$ cat config.mk
export PLATFORM = sky130hd
export DESIGN_NAME = uart_rx_ctrl
export DESIGN_NICKNAME = d
export VERILOG_FILES = /design/src/rtl/uart_pkg.sv /design/src/rtl/rx_fifo.sv /design/src/rtl/uart_rx_ctrl.sv
export SDC_FILE = /design/constraint.sdc
export NUM_CORES = 1
export LEC_CHECK = 0
export ABC_CLOCK_PERIOD_IN_PS = 2800
export BUFFER_PORTS_ARGS = -buffer_cell sky130_fd_sc_hd__buf_2
export CORE_MARGIN = 2
export CORE_UTILIZATION = 30
export DETAILED_ROUTE_END_ITERATION = 8
export GPL_ROUTABILITY_DRIVEN = 0
export HOLD_SLACK_MARGIN = 0.15
export PLACE_DENSITY_LB_ADDON = 0.15
export SLEW_MARGIN = 25
export SYNTH_ARGS = -nofsm -noshare
export SYNTH_HDL_FRONTEND = slang
export SYNTH_SLANG_ARGS = --single-unit
export TNS_END_PERCENT = 5
$ cat constraint.sdc
create_clock -name clk -period 2.8 [get_ports clk]
set_clock_uncertainty 0.2 [all_clocks]
set_input_delay 0.28 -clock clk [delete_from_list [all_inputs] [get_ports clk]]
set_output_delay 0.28 -clock clk [all_outputs]
set_load 0.005 [all_outputs]
$ cat src/rtl/uart_pkg.sv
// Shared defaults and timeout-FSM state encodings for the UART receive controller.
package uart_pkg;

  localparam int DBIT_DEF     = 8;
  localparam int FIFO_AW_DEF  = 4;
  localparam int DVSR_W_DEF   = 11;
  localparam int TO_TICKS_DEF = 640;

  typedef enum logic [1:0] {
    TO_IDLE  = 2'd0,
    TO_COUNT = 2'd1,
    TO_FIRED = 2'd2
  } to_state_t;

endpackage

$ cat src/rtl/rx_fifo.sv
// Receive FIFO: show-ahead head word, level count and sticky overrun flag.
module rx_fifo
  import uart_pkg::*;
#(
  parameter int DBIT = DBIT_DEF,
  parameter int AW   = FIFO_AW_DEF
) (
  input  logic            clk,
  input  logic            reset,
  input  logic            wr,
  input  logic [DBIT-1:0] w_data,
  input  logic            rd,
  input  logic            clr_overrun,
  output logic [DBIT-1:0] r_data,
  output logic            empty,
  output logic            full,
  output logic [AW:0]     level,
  output logic            overrun
);

  localparam int DEPTH = 2 ** AW;

  logic [DBIT-1:0] mem [DEPTH];
  logic [AW-1:0]   wr_ptr;
  logic [AW-1:0]   rd_ptr;
  logic            push;
  logic            pop;
  logic            drop;

  assign empty  = (level == '0);
  assign full   = (level == (AW+1)'(DEPTH));
  assign pop    = rd & ~empty;
  // A full FIFO still accepts a write when the head is popped in the same cycle.
  assign push   = wr & (~full | pop);
  assign drop   = wr & ~push;
  assign r_data = mem[rd_ptr];

  always_ff @(posedge clk) begin
    if (push) mem[wr_ptr] <= w_data;
  end

  always_ff @(posedge clk or posedge reset) begin
    if (reset) begin
      wr_ptr  <= '0;
      rd_ptr  <= '0;
      level   <= '0;
      overrun <= 1'b0;
    end else begin
      if (push) wr_ptr <= wr_ptr + AW'(1);
      if (pop)  rd_ptr <= rd_ptr + AW'(1);
      case ({push, pop})
        2'b10:   level <= level + (AW+1)'(1);
        2'b01:   level <= level - (AW+1)'(1);
        default: level <= level;
      endcase
      // Set wins over clear so a drop is never lost.
      if (drop)             overrun <= 1'b1;
      else if (clr_overrun) overrun <= 1'b0;
    end
  end

endmodule

$ cat src/rtl/uart_rx_ctrl.sv
// UART receive controller: baud tick generator, receive FIFO and idle-timeout IRQ.
// Timeout FSM compiled in only when UART_RX_TIMEOUT_EN is defined.
//   state    | meaning
//   TO_IDLE  | FIFO empty, timer parked
//   TO_COUNT | FIFO holds data, counting idle s_ticks
//   TO_FIRED | idle limit reached, timeout_irq asserted
module uart_rx_ctrl
  import uart_pkg::*;
#(
  parameter int DBIT     = DBIT_DEF,
  parameter int FIFO_AW  = FIFO_AW_DEF,
  parameter int DVSR_W   = DVSR_W_DEF,
  parameter int TO_TICKS = TO_TICKS_DEF
) (
  input  logic              clk,
  input  logic              reset,
  input  logic [DVSR_W-1:0] dvsr,
  output logic              s_tick,
  input  logic              rx_done_tick,
  input  logic [DBIT-1:0]   rx_data,
  input  logic              rd_uart,
  output logic [DBIT-1:0]   r_data,
  output logic              rx_empty,
  output logic              rx_full,
  output logic [FIFO_AW:0]  rx_level,
  output logic              overrun,
  input  logic              clr_overrun,
  output logic              timeout_irq
);

  logic [DVSR_W-1:0] tick_cnt;

  // >= rather than == so a shrinking divisor wraps immediately instead of running to 2**DVSR_W.
  assign s_tick = ~reset & (tick_cnt >= dvsr);

  always_ff @(posedge clk or posedge reset) begin
    if (reset)                tick_cnt <= '0;
    else if (tick_cnt >= dvsr) tick_cnt <= '0;
    else                      tick_cnt <= tick_cnt + DVSR_W'(1);
  end

  rx_fifo #(.DBIT(DBIT), .AW(FIFO_AW)) u_fifo (
    .clk         (clk),
    .reset       (reset),
    .wr          (rx_done_tick),
    .w_data      (rx_data),
    .rd          (rd_uart),
    .clr_overrun (clr_overrun),
    .r_data      (r_data),
    .empty       (rx_empty),
    .full        (rx_full),
    .level       (rx_level),
    .overrun     (overrun)
  );

`ifdef UART_RX_TIMEOUT_EN
  localparam int TO_W = $clog2(TO_TICKS);

  to_state_t       to_state, to_state_nxt;
  logic [TO_W-1:0] to_cnt, to_cnt_nxt;
  logic            activity;

  assign activity = rx_done_tick | (rd_uart & ~rx_empty);

  always_ff @(posedge clk or posedge reset) begin
    if (reset) begin
      to_state <= TO_IDLE;
      to_cnt   <= '0;
    end else begin
      to_state <= to_state_nxt;
      to_cnt   <= to_cnt_nxt;
    end
  end

  always_comb begin
    to_state_nxt = to_state;
    to_cnt_nxt   = to_cnt;
    if (rx_empty) begin
      to_state_nxt = TO_IDLE;
      to_cnt_nxt   = '0;
    end else begin
      case (to_state)
        TO_IDLE: begin
          to_state_nxt = TO_COUNT;
          to_cnt_nxt   = '0;
        end
        TO_COUNT: begin
          if (activity) to_cnt_nxt = '0;
          else if (s_tick) begin
            if (to_cnt == TO_W'(TO_TICKS - 1)) to_state_nxt = TO_FIRED;
            else                               to_cnt_nxt   = to_cnt + TO_W'(1);
          end
        end
        TO_FIRED: begin
          if (activity) begin
            to_state_nxt = TO_COUNT;
            to_cnt_nxt   = '0;
          end
        end
        default: to_state_nxt = TO_IDLE;
      endcase
    end
  end

  assign timeout_irq = (to_state == TO_FIRED);
`else
  assign timeout_irq = 1'b0;
`endif

endmodule

### Yosys cells after proc, flatten, opt, wreduce, memory -nomap -nowiden

Memories as Yosys holds them, arrays and structs flattened.
Cells that the tools add are included.

| word-level totals | value |
|---|---|
| flip-flop bits (word level) | 25 |
| RAM bits | 128 |
| output and inout port bits | 18 |
| logic and storage cells | 33 |
| memories kept | 1 |

Memory list:

| memory | words | width | rd ports | clocked after Yosys merged registers in | write ports | RTL line | RTL |
|---|---|---|---|---|---|---|---|
| u_fifo.mem | 16 | 8 | 1 | 0 | 1 | rx_fifo.sv:23 | `logic [DBIT-1:0] mem [DEPTH];` |

| cells by class | value |
|---|---|
| add/sub/neg operators | 5 |
| magnitude comparators | 1 |
| eq/ne operators | 3 |
| muxes and demuxes | 6 |
| bitwise gates (word level) | 9 |
| reduce and logical (&&, ||, !) cells | 3 |

Operators by type and width:

| operator | count |
|---|---|
| $add A11 B1 Y11 const B | 1 |
| $ge A11 B11 Y1 | 1 |
| $mux W11 | 1 |
| $pmux W5 S2 | 1 |
| $add A4 B1 Y4 const B | 2 |
| $add A5 B1 Y5 const B | 1 |
| $eq A5 B5 Y1 const B | 1 |
| $logic_not A5 Y1 | 1 |
| $sub A5 B1 Y5 const B | 1 |
| $and A1 B1 Y1 | 4 |
| $mux W1 | 4 |
| $not A1 Y1 | 4 |
| $reduce_bool A2 Y1 | 2 |
| $eq A2 B1 Y1 const B | 1 |
| $eq A2 B2 Y1 const B | 1 |
| $or A1 B1 Y1 | 1 |

### Depth between registers and ports, before layout

| logic depth | value |
|---|---|
| depth in word-level cells | 8 |
| mapped depth | 9 |

### Cells and area by module

From an unflattened synthesis, not the netlist that was laid out.

| unflattened totals | value |
|---|---|
| cells, all modules | 402 |
| area total of the unflattened synthesis | 6,737.7 um^2 |

Modules (own cells, without submodules):

| module | times used | cells each | area an instance (um^2) | seq. area each (um^2) |
|---|---|---|---|---|
| rx_fifo | 1 | 313 | 5,838.1 | 4,194.0 |
| uart_rx_ctrl | 1 | 89 | 899.6 | 275.3 |

### Worst setup path after synthesis

Ideal clock, no wire load.

| timing | value |
|---|---|
| path kind | flip-flop to flip-flop |
| from | register u_fifo.level[0] |
| to | register u_fifo.level[4] |
| library setup time | 0.131 ns |
| data arrival time | 2.285 ns |
| setup slack | 0.184 ns |
| cell stages (with the launch flop) | 10 |
| clock period less this slack | 2.616 ns |
| path through | dfrtp_1 or4_1 buf_6 nor2_8 nor2_1 ha_1 a21oi_1 a21oi_1 a311oi_1 o21ai_0 |

| between the ends | value |
|---|---|
| longest elaborated chain between the ends | 7 |
| elaborated cells on any way between the ends | 13 |
| classes of those cells | 2 x add/sub; 3 x eq/ne; 1 x mux; 5 x bitwise; 2 x reduce/logical |

Ends and longest elaborated chain:

| element | RTL line | RTL |
|---|---|---|
| start: declaration | rx_fifo.sv:17 | `output logic [AW:0] level,` |
| start signal: assignment | rx_fifo.sv:52 | `2'b10: level <= level + (AW+1)'(1);` |
| start signal: assignment | rx_fifo.sv:53 | `2'b01: level <= level - (AW+1)'(1);` |
| start signal: assignment | rx_fifo.sv:54 | `default: level <= level;` |
| $logic_not A5 Y1 * | rx_fifo.sv:30 | `assign empty = (level == '0);` |
| via rx_empty | uart_rx_ctrl.sv:23 | `output logic rx_empty,` |
| $not A1 Y1 * | rx_fifo.sv:32 | `assign pop = rd & ~empty;` |
| $and A1 B1 Y1 * | rx_fifo.sv:32 |  |
| $or A1 B1 Y1 | rx_fifo.sv:34 | `assign push = wr & (~full \| pop);` |
| $and A1 B1 Y1 | rx_fifo.sv:34 |  |
| $eq A2 B1 Y1 or $eq A2 B2 Y1 (tied branches) | rx_fifo.sv:51 | `case ({push, pop})` |
| $pmux W5 S2 or $reduce_bool A2 Y1 (tied branches) | -- |  |

Mark *: on every way through the listed nets, which the timed path passes. The rest lies on a longest branch.
A chain may end at the register's enable or synchronous reset.

### Worst setup path in the final report

| timing | value |
|---|---|
| from | register tick_cnt[6] |
| to | output port s_tick |

| between the ends | value |
|---|---|
| longest elaborated chain between the ends | 2 |

Ends and longest elaborated chain:

| element | RTL line | RTL |
|---|---|---|
| start: declaration | uart_rx_ctrl.sv:31 | `logic [DVSR_W-1:0] tick_cnt;` |
| start signal: assignment | uart_rx_ctrl.sv:39 | `else tick_cnt <= tick_cnt + DVSR_W'(1);` |
| $ge A11 B11 Y1 | uart_rx_ctrl.sv:34 | `assign s_tick = ~reset & (tick_cnt >= dvsr);` |
| $and A1 B1 Y1 | uart_rx_ctrl.sv:34 |  |
| end: declaration | uart_rx_ctrl.sv:18 | `output logic s_tick,` |

Every way passes these cells.

==> results.toml <==
[status]
status = "complete, no violations"

[worst_hold_path]
hold_class = "primary input to async pin"

[power]
pwr_density_cell_nw_per_um2 = 995
seqPwrFrac_pct = 38.8
p_sw_uw = 2600
ir_drop_mv = 0.548
leakage_uw = 0.00294
combPwrFrac_pct = 32.5
p_int_uw = 5380
swShare_pct = 32.6
power.share.clock_pct = 28.7

[global_route]
grtUsageTotal_pct = 13.5
grt_pass1_vias = 3785
grt_pass1_wl_um = 23100
antenna_found_initial = 0
grt-ovfl-total = 0
grt_start_max_net_pins = 36

[yosys]
ys_ff_latch = 153
synthTopCellsByCount = "edfxtp_1, mux4_2, dfrtp_1, inv_1, ha_1"
yosys_most_used_dff = "edfxtp_1"
syn_avg_cell_area_sq_um = 16.8
syn_area_sq_um = 6570
syn_nets = 436
yosysMostFrequentCell = "edfxtp_1"
ys_seq_area_share_pct = 68.0
async_flop_share_pct = 16.3
yosysWarnings = 0
netlist_top_cells_area = "edfxtp_1, mux4_2, dfrtp_1"
ys_types = 41
synth_edf_count = 128
synth_top_area_share_pct = 58.5
yosysTopAreaCell = "edfxtp_1"
netlist_instances = 391

[critical_path]
timing.rr.start = "u_fifo.level[3]"
rrSetupSlack_ns = 0.15
cp_cell_sequence = "ha_1 -> a21o_1 -> a221oi_1 -> o21ai_1 -> a31o_2 -> buf_2"
critical_path_arrival_ns = 2.19
path_max_fanout = 4
cp-end-kind = "primary output"
crit_path_end = "s_tick"
setup.worst_path.start = "tick_cnt[6]"
path_class = "register to primary output"
slowest_stage = "dfrtp_2"
timing.rr.end = "u_fifo.mem[9][2]"
reg2reg_depth = 5
cp.depth = 6
cp.required_ns = 2.32
crit_path_start_kind = "register"
worst-path-buf-inv = 1
path_delay_family = "compound AO/OA/AOI/OAI gates"
cpPeakStageDelay_ns = 0.44

[cts]
cts_root_buf = "clkbuf_16"
numCtsBuffers = 17
cts_num_sinks = 153
cts_buffer_depth = 2
htree_levels = 4
tritoncts = "built"
clk_latency_ns = 0.42
path_clk_slew_ns = 0.06

[routing]
first_pass_iters = 4
drc_errors = 0
drtIter0Drc = 185
vias_per_cell = 4.78
num_vias = 3620
ant_nets = 0
wire_per_inst_um = 19.5
wl_um = 14800

[finish]
fin_util_pct = 37.0
seqCellArea_sq_um = 4470
num-fill-cells = 2050
multi_input_area_sq_um = 2010
area_growth_pct = 22.0
antenna-diode-count = 0
post-route-cell-area_sq_um = 8020
drive_gt1_share_pct = 28.7
fin_nets = 510

[timing]
drv_slew = 0
post-route-period-util_pct = 95.4
worst_pin_slew_ns = 0.898
fin_ws_ns = 0.128
rsz0062_at_grt = "false"
min_period_ns = 2.67
max-slew-margin-rel_pct = 39.9
hold_viol = 0
setup_viol = 0
fmax_mhz = 374

[die]
dieArea_sq_um = 23100
ios = 42
rows = 54
initial_utilization_pct = 30.3
die_h_um = 152
die_width_um = 152
core-area_sq_um = 21700

[place]
portBuffers = 40
dpl_worst_slack_ns = -0.0260
hpwl_um = 9900
place_area_sq_um = 7260

[job]
cap_viol_max_count = 0
cells in the final DEF (no fill, tap or decap), types with 2 or more instances in the layout:
cell,instances
edfxtp_1,128
mux2_2,4
a21o_1,4
clkinv_4,4
buf_4,16
dfrtp_2,2
nand2_1,16
clkinv_1,2
inv_1,23
xnor2_1,12
nor4_4,4
nor2_1,16
and2_1,2
buf_2,40
nand2b_1,4
a21oi_1,4
buf_12,3
dfrtp_1,23
inv_6,2
mux4_2,32
nor3_1,2
nor2b_1,2
xor2_1,6
a22oi_1,16
nand4_1,2
nor4_1,2
and3_1,10
ha_1,20
o21a_1,2
bufinv_16,2
a211oi_1,10
nand3_1,11
inv_8,3
dlygate4sd3_1,13
clkbuf_16,17
o21ai_0,2
cell type report:
class	count	share of cell area, %
flip-flops and latches	153	55.8
clock inverters	15	2.08
multi-input cells	198	25.0
clock buffers	17	5.31
repair buffers	72	6.37
inverters	23	1.08
well taps	280	4.37
power by group through the flow:
stage | clock network (uW) | registers (uW) | logic [uW]
after global routing | 2450 | 3150 | 2860
after detailed placement | 0 | 3180 | 2530
after floorplan | 0 | 3030 | 1610
after global placement | 0 | 3150 | 2480
final | 2290 | 3090 | 2590
after CTS | 2350 | 3100 | 2640
flip-flops by register name (all words and copies together) (netlist names):
register	cells
u_fifo.overrun	1
u_fifo.rd_ptr	4
u_fifo.mem	128
u_fifo.level	5
tick_cnt	11
u_fifo.wr_ptr	4
per-layer routing:
layer | GRT usage [%] | part of all wire, % | vias to the layer above | routed length (um)
met2 | 21.1 | 48 | 88 | 7110
met5 | 0 | 0 | - | 0
met1 | 19.0 | 45 | 1837 | 6720
met4 | 4.01 | 1.3 | 0 | 188
li1 | - | - | 1679 | -
met3 | 3.05 | 5.1 | 16 | 760
worst min-delay path by stage:
| stage | slack (ns) | cells past startpoint | endpoint | from |
|---|---|---|---|---|
| final | 0.26 | 4 | tick_cnt[2] | reset |
| after global routing | 0.30 | 4 | tick_cnt[2] | reset |
| after CTS | 0.26 | 7 | tick_cnt[1] | dvsr[10] |
| after detailed placement | 0.18 | 3 | tick_cnt[2] | reset |
| after global placement | 0.17 | 3 | tick_cnt[1] | reset |
| after floorplan | 0.12 | 1 | tick_cnt[0] | reset |
per-stage QoR:
stage / std cells / power (uW) / hold slack, ns / setup TNS, ns
detailed placement: 711 / 5720 / 0.175 / -0.655
finish: 758 / 7970 / 0.264 / 0
CTS: 758 / 8100 / 0.261 / 0
global route: 758 / 8450 / 0.297 / 0
floorplan: 391 / 4650 / 0.116 / 0
global placement: 711 / 5630 / 0.172 / 0
logic make-up (layout without fill, tap and decap cells):
kind of cell	count (synthesis)	in the layout	share of synthesized area, %
muxes	36	36	11.7
buffers and inverters	40	127	2.53
xor gates and xnor gates	18	18	2.40
DFF	153	153	68.0
and+or+nand+nor	74	74	5.85
adders and majority gates	21	21	4.11
AOI/OAI and AO/OA	48	48	5.39
other	1	1	0.0571
what timing repair did:
action | 4_1_cts | 5_1_grt
resized for setup | 1 | 3
endpoints found under the setup margin | 61 | 2
setup buffers | 2 | 0
hold endpoints to repair | 159 | 0
hold buffers | 13 | 0
worst register-to-register path, delay by kind of cell, from the launching register on:
family / cells / cell delay (ns)
buffers and inverters: 1 / 0.22
AND/OR/NAND/NOR: 3 / 1.12
flip-flops: 1 / 0.43
AO/OA/AOI/OAI: 1 / 0.37
No activity file was read; power rests on OpenSTA's default activity.
